**config.mk**
```make
export PLATFORM = sky130hd
export DESIGN_NAME = key_entry_buf
export DESIGN_NICKNAME = d
export VERILOG_FILES = /design/src/rtl/key_pkg.sv /design/src/rtl/key_debounce.sv /design/src/rtl/key_entry_buf.sv
export SDC_FILE = /design/constraint.sdc
export NUM_CORES = 1
export LEC_CHECK = 0
export BUFFER_PORTS_ARGS = -buffer_cell sky130_fd_sc_hd__buf_2
export CAP_MARGIN = 20
export CELL_PAD_IN_SITES_DETAIL_PLACEMENT = 0
export CELL_PAD_IN_SITES_GLOBAL_PLACEMENT = 1
export CORE_UTILIZATION = 30
export DETAILED_ROUTE_END_ITERATION = 8
export PLACE_DENSITY_LB_ADDON = 0.1
export SLEW_MARGIN = 30
export SYNTH_ARGS = -nofsm -noshare
export SYNTH_HDL_FRONTEND = slang
export SYNTH_SLANG_ARGS = --single-unit
```
**constraint.sdc**
```tcl
create_clock -name sys_clk -period 3.9 [get_ports sys_clk]
set_clock_uncertainty 0.05 [all_clocks]
set_input_delay 0.585 -clock sys_clk [delete_from_list [all_inputs] [get_ports sys_clk]]
set_output_delay 0.585 -clock sys_clk [all_outputs]
set_load 0.01 [all_outputs]
```
**src/rtl/key_pkg.sv**
```systemverilog
// Shared definitions for the keypad entry path: debounce FSM states and key codes.
package key_pkg;

  typedef enum logic [1:0] {
    ST_IDLE      = 2'd0,
    ST_DEB_PRESS = 2'd1,
    ST_HELD      = 2'd2,
    ST_DEB_REL   = 2'd3
  } deb_state_e;

  localparam logic [3:0] KEY_CLR      = 4'hA;
  localparam logic [3:0] KEY_BKSP     = 4'hB;
  localparam logic [3:0] KEY_CMD_BASE = 4'hC;

  function automatic logic is_digit(input logic [3:0] k);
    return (k <= 4'h9);
  endfunction

endpackage

```
**src/rtl/key_debounce.sv**
```systemverilog
// Synchronises the scanner outputs and accepts one press per debounced key-down,
// strobing acc_pulse_o on the edge where the press is accepted.
module key_debounce
  import key_pkg::*;
#(
  parameter int DEB_CYCLES = 500000,
  parameter int CNT_W      = 20
) (
  input  logic       sys_clk,
  input  logic       rst_n,
  input  logic       key_pressed_i,
  input  logic [3:0] key_val_i,
  output logic       acc_pulse_o,
  output logic [3:0] acc_val_o
);

  // Counter runs 0..DEB_CYCLES-2 and the accept happens on the edge that would
  // reach DEB_CYCLES-1, giving 2 + DEB_CYCLES cycles from raw press to event.
  localparam logic [CNT_W-1:0] CNT_LAST = CNT_W'(DEB_CYCLES - 2);

  logic       kp_meta_q, kp_s_q;
  logic [3:0] kv_meta_q, kv_s_q;

  always_ff @(posedge sys_clk or negedge rst_n) begin
    if (!rst_n) begin
      kp_meta_q <= 1'b0;
      kp_s_q    <= 1'b0;
      kv_meta_q <= 4'h0;
      kv_s_q    <= 4'h0;
    end else begin
      kp_meta_q <= key_pressed_i;
      kp_s_q    <= kp_meta_q;
      kv_meta_q <= key_val_i;
      kv_s_q    <= kv_meta_q;
    end
  end

  deb_state_e       state_q;
  logic [3:0]       cand_q;
  logic [CNT_W-1:0] cnt_q;

  always_ff @(posedge sys_clk or negedge rst_n) begin
    if (!rst_n) begin
      state_q <= ST_IDLE;
      cand_q  <= 4'h0;
      cnt_q   <= '0;
    end else begin
      case (state_q)
        ST_IDLE: begin
          if (kp_s_q) begin
            cand_q  <= kv_s_q;
            cnt_q   <= '0;
            state_q <= ST_DEB_PRESS;
          end
        end
        ST_DEB_PRESS: begin
          if (!kp_s_q) begin
            state_q <= ST_IDLE;
          end else if (kv_s_q != cand_q) begin
            cand_q <= kv_s_q;
            cnt_q  <= '0;
          end else if (cnt_q == CNT_LAST) begin
            cnt_q   <= '0;
            state_q <= ST_HELD;
          end else begin
            cnt_q <= cnt_q + 1'b1;
          end
        end
        ST_HELD: begin
          if (!kp_s_q) begin
            cnt_q   <= '0;
            state_q <= ST_DEB_REL;
          end
        end
        ST_DEB_REL: begin
          if (kp_s_q) begin
            state_q <= ST_HELD;
          end else if (cnt_q == CNT_LAST) begin
            cnt_q   <= '0;
            state_q <= ST_IDLE;
          end else begin
            cnt_q <= cnt_q + 1'b1;
          end
        end
        default: state_q <= ST_IDLE;
      endcase
    end
  end

  assign acc_pulse_o = (state_q == ST_DEB_PRESS) && kp_s_q &&
                       (kv_s_q == cand_q) && (cnt_q == CNT_LAST);
  assign acc_val_o   = cand_q;

endmodule

```
**src/rtl/key_entry_buf.sv**
```systemverilog
// Keypad entry buffer: digits shift into a DIGITS-long buffer, A clears,
// B backspaces, C-F are issued as command pulses with a snapshot of the buffer.
module key_entry_buf
  import key_pkg::*;
#(
  parameter int DIGITS     = 4,
  parameter int DEB_CYCLES = 500000,
  parameter int CNT_W      = 20,
  parameter int CLR_ON_CMD = 1
) (
  input  logic                sys_clk,
  input  logic                rst_n,
  input  logic                key_pressed,
  input  logic [3:0]          key_val,
  output logic [4*DIGITS-1:0] entry,
  output logic [3:0]          digit_cnt,
  output logic                key_event,
  output logic                overflow,
  output logic                cmd_valid,
  output logic [1:0]          cmd_code,
  output logic [4*DIGITS-1:0] cmd_data
);

  localparam int         EW      = 4 * DIGITS;
  localparam logic [3:0] DIG_MAX = 4'(DIGITS);

  logic       acc_pulse;
  logic [3:0] acc_val;

  key_debounce #(
    .DEB_CYCLES (DEB_CYCLES),
    .CNT_W      (CNT_W)
  ) u_deb (
    .sys_clk       (sys_clk),
    .rst_n         (rst_n),
    .key_pressed_i (key_pressed),
    .key_val_i     (key_val),
    .acc_pulse_o   (acc_pulse),
    .acc_val_o     (acc_val)
  );

  logic [EW-1:0] entry_q, entry_d, cmd_data_q, cmd_data_d;
  logic [3:0]    cnt_q, cnt_d;
  logic [1:0]    cmd_code_q, cmd_code_d;
  logic          key_event_q, overflow_q, overflow_d, cmd_valid_q, cmd_valid_d;

  always_comb begin
    entry_d     = entry_q;
    cnt_d       = cnt_q;
    cmd_data_d  = cmd_data_q;
    cmd_code_d  = cmd_code_q;
    overflow_d  = 1'b0;
    cmd_valid_d = 1'b0;
    if (acc_pulse) begin
      if (is_digit(acc_val)) begin
        if (cnt_q < DIG_MAX) begin
          entry_d = (entry_q << 4) | EW'(acc_val);
          cnt_d   = cnt_q + 4'd1;
        end else begin
          overflow_d = 1'b1;
        end
      end else if (acc_val == KEY_CLR) begin
        entry_d = '0;
        cnt_d   = 4'd0;
      end else if (acc_val == KEY_BKSP) begin
        if (cnt_q != 4'd0) begin
          entry_d = entry_q >> 4;
          cnt_d   = cnt_q - 4'd1;
        end
      end else begin
        // Command keys C..F map to codes 0..3 via their low two bits.
        cmd_valid_d = 1'b1;
        cmd_code_d  = acc_val[1:0];
        cmd_data_d  = entry_q;
        if (CLR_ON_CMD != 0) begin
          entry_d = '0;
          cnt_d   = 4'd0;
        end
      end
    end
  end

  always_ff @(posedge sys_clk or negedge rst_n) begin
    if (!rst_n) begin
      entry_q     <= '0;
      cnt_q       <= 4'd0;
      cmd_data_q  <= '0;
      cmd_code_q  <= 2'd0;
      key_event_q <= 1'b0;
      overflow_q  <= 1'b0;
      cmd_valid_q <= 1'b0;
    end else begin
      entry_q     <= entry_d;
      cnt_q       <= cnt_d;
      cmd_data_q  <= cmd_data_d;
      cmd_code_q  <= cmd_code_d;
      key_event_q <= acc_pulse;
      overflow_q  <= overflow_d;
      cmd_valid_q <= cmd_valid_d;
    end
  end

  assign entry     = entry_q;
  assign digit_cnt = cnt_q;
  assign key_event = key_event_q;
  assign overflow  = overflow_q;
  assign cmd_valid = cmd_valid_q;
  assign cmd_code  = cmd_code_q;
  assign cmd_data  = cmd_data_q;

endmodule

```
==> impl_results.md <==
* Startpoint Class: register
* Diodes inserted at 0
* Post-Route M1 WL at 3900 um
* Initial Util at between 30% and 40%
* # fillers at around 1200
* EDFF count, synth at 0
* Setup-failing EPs final at 0
* First-pass GRT wire length at 13600 um
* Vias in the first global route at between 2000 and 3000
* Endpoints failing hold at 0
* CTS tree: done
* Clk root buf: clkbuf_16
* Initial antenna violation count at 0
* Synth Register Bits at 77
* Slew @ Worst Pin at ~800 ps
* # rows at 39
* GRT Total Usage at 14.0%
* Synth warnings at 0
* PortBufs at 47
* Storage element area at just under 2000 um2
* Unrepaired setup endpoints after global routing: false
* Setup TNS at 0 ps
* Commonest non-fill, non-tap cell in the layout: dfrtp_1
* Final worst path period share at about 65%
* Resized Gates After CTS at 0
* Nets at between 300 and 400
* Peak VDD IR at around 0.2 mV
* CP arrival at between 2000 and 3000 ps
* Slew margin rel. at about 47%
* Max_cap viols at 0
* Crit path kind: register to register
* CTS Sinks at 77
* Crit path cell chain: inv_1, ha_1, nand4bb_1, nor2_1, nand3_2, or4_4, mux2_4
* Max stage delay on crit path at 620 ps
* Syn Nets at around 340
* Cell variety after synth at 52
* Total congestion overflow at 0
* Hold crit path type: input pin to asynchronous set/reset pin
* Post-DR wirelength/cell at 15.9 um
* Status: finished with violations
* Bufs on Longest Clock Path at 2
* F_max at just under 400 MHz
* Met2 WL at 3870 um
* Die H at approximately 110 um
* H-tree depth at 3
* Core box area at ~12000 um2
* Most frequent cells in the layout: dfrtp_1, buf_2, nor2_1, nand2_1, mux2_2
* Postcts setup bufs at 0
* Initial drt markers at 94
* Share of layout cells above drive strength 1 at between 20% and 30%
* Syn Inst Count at 326
* CTS hold repair buffers at 0
* Clk_lat worst skew at 330 ps
* Main synth FF type: dfrtp_1
* Post-synthesis sequential area ratio at between 50 and 60%
* Metal3 WL at 246 um
* Die area at between 10000 and 15000 um2
* Critical-path top delay cell: or4_4
* Die Width at ~110 um
* DR pass1 iterations at 6
* CTS clk-pin slew, worst paths at ~60 ps
* Largest net degree at the start of global routing at slightly below 80
* Detail Placement HPWL at roughly 5400 um
* Async SR Flop Fraction at between 90% and 100%
* Worst Setup End Kind: register
* Highest Signal Layer: met4
* DRT antenna net count at 0
* Failing checks: DRC
* Mapped cell area at about 3600 um2
* Crit path required time at a little over 4000 ps
* PD cells at 391 nW/um2
* Max-slew violations at 0
* Vias per Instance at 4.98
* IO Pins at 48
* Synth-to-Final Area Change at 16.5%
* Period minus WS final at approximately 2500 ps
* Total Wirelength at just over 8000 um
* Pwr Total at 1.65 mW
* Via count at around 2600
* Syn avg cell area at 11.1 um2
* Worst-path fanout max at 18
* Inserted Clock Buffers at 9
* Multi-input logic area at 1560 um2
* GPL Wtd Cong at between 0.7 and 0.8
* DRC at 4
* Leakage at 2.13 nW
==> routing by layer <==
layer / GRT usage, % / up-vias
li1: - / 1239
met1: 18.0 / 1272
met2: 22.4 / 37
met3: 3.76 / 8
met4: 5.33 / 0
met5: 0 / -
==> cell usage after synthesis, types with 2 or more instances <==
cell / count / area share, %
a211oi_1: 3 / 0.62
a21o_1: 13 / 2.7
a21oi_1: 7 / 0.97
a221oi_1: 2 / 0.48
a22oi_1: 10 / 2.1
and3_1: 4 / 0.69
and4_1: 2 / 0.48
and4b_1: 2 / 0.55
buf_2: 2 / 0.28
buf_6: 2 / 0.62
clkbuf_1: 15 / 1.6
dfrtp_1: 77 / 53
ha_1: 4 / 1.4
inv_1: 9 / 0.93
mux2_2: 16 / 5.0
mux2_4: 10 / 4.1
mux2i_1: 2 / 0.55
nand2_1: 21 / 2.2
nand3_1: 9 / 1.2
nand4_1: 10 / 1.7
nand4b_1: 2 / 0.48
nor2_1: 35 / 3.6
nor3_1: 6 / 0.83
nor3b_1: 3 / 0.62
nor4_1: 3 / 0.52
o21ai_0: 8 / 1.1
o22ai_1: 3 / 0.52
o31ai_1: 2 / 0.41
or2_2: 2 / 0.34
or3_1: 2 / 0.34
xnor2_1: 5 / 1.2
xor2_1: 15 / 3.6
==> worst paths after layout <==
path | start | endpoint | slack, ps | cells after the start
max reg2reg | u_deb.cnt_q[0] | cmd_data[5] | 1350 | 7
max in group asynchronous | rst_n | u_deb.kv_s_q[2] | 3070 | 1
max | u_deb.cnt_q[0] | cmd_data[5] | 1350 | 7
min | rst_n | digit_cnt[3] | 240 | 1
min reg2reg | u_deb.kp_meta_q | u_deb.kp_s_q | 310 | 0
min in group sys_clk | u_deb.kp_meta_q | u_deb.kp_s_q | 310 | 0
==> metrics by stage <==
| step | hold WS (ps) | std cells | setup slack (ps) | cell area, um2 | utilization, % |
|---|---|---|---|---|---|
| finish | 237 | 513 | 1350 | 4230 | 36.4 |
| detailed placement | 287 | 498 | 1360 | 3960 | 34.1 |
| CTS | 266 | 513 | 1340 | 4230 | 36.4 |
| floorplan | 239 | 326 | 1590 | 3630 | - |
| global placement | 288 | 498 | 1400 | 3960 | 34.1 |
| global route | 292 | 513 | 1160 | 4230 | 36.4 |
==> power by group <==
group          internal [mW]  switching, mW  leakage [nW]  total [mW]
Combinational         0.0234         0.0472         0.954      0.0705
Clock                  0.439          0.316         0.134       0.756
Sequential             0.810         0.0153          1.04       0.825
Total                   1.27          0.379          2.13        1.65
==> registers in the layout, indices dropped and copies added (netlist names), named ones only <==
| register | cells |
|---|---|
| u_deb.cnt_q | 20 |
| cmd_data | 16 |
| entry | 16 |
| digit_cnt | 4 |
| u_deb.acc_val_o | 4 |
| u_deb.kv_meta_q | 4 |
| u_deb.kv_s_q | 4 |
| cmd_code | 2 |
| cmd_valid | 1 |
| key_event | 1 |
| overflow | 1 |
| u_deb.kp_meta_q | 1 |
| u_deb.kp_s_q | 1 |
| u_deb.state_q | 1 |
==> layout make-up <==
| class | count | share of cell area (%) |
|---|---|---|
| multi-input cells | 219 | 36.8 |
| flip-flops and latches | 77 | 45.6 |
| repair buffers | 50 | 6.25 |
| inverters | 9 | 0.799 |
| clock buffers | 10 | 5.65 |
| well taps | 143 | 4.23 |
| clock inverters | 5 | 0.651 |
==> critical path: cells and delay by family (launching register included) <==
kind | cells | cell delay, ps
simple gates | 4 | 1300
flops | 1 | 430
mux | 1 | 360
fa+ha+maj | 1 | 160
buf+inv | 1 | 120
==> cell families (layout without fill, tap and decap cells) <==
family                     after synthesis  after routing  synth area share (%)
muxes                                   28             28                  9.66
AOI/OAI and AO/OA                       56             56                  10.6
xor gates and xnor gates                20             20                  4.83
adders and majority gates                4              4                  1.38
DFF                                     77             77                  53.1
buffers and inverters                   30             74                  4.14
and+or+nand+nor                        111            111                  16.3
No activity file was read; power rests on OpenSTA's default activity.
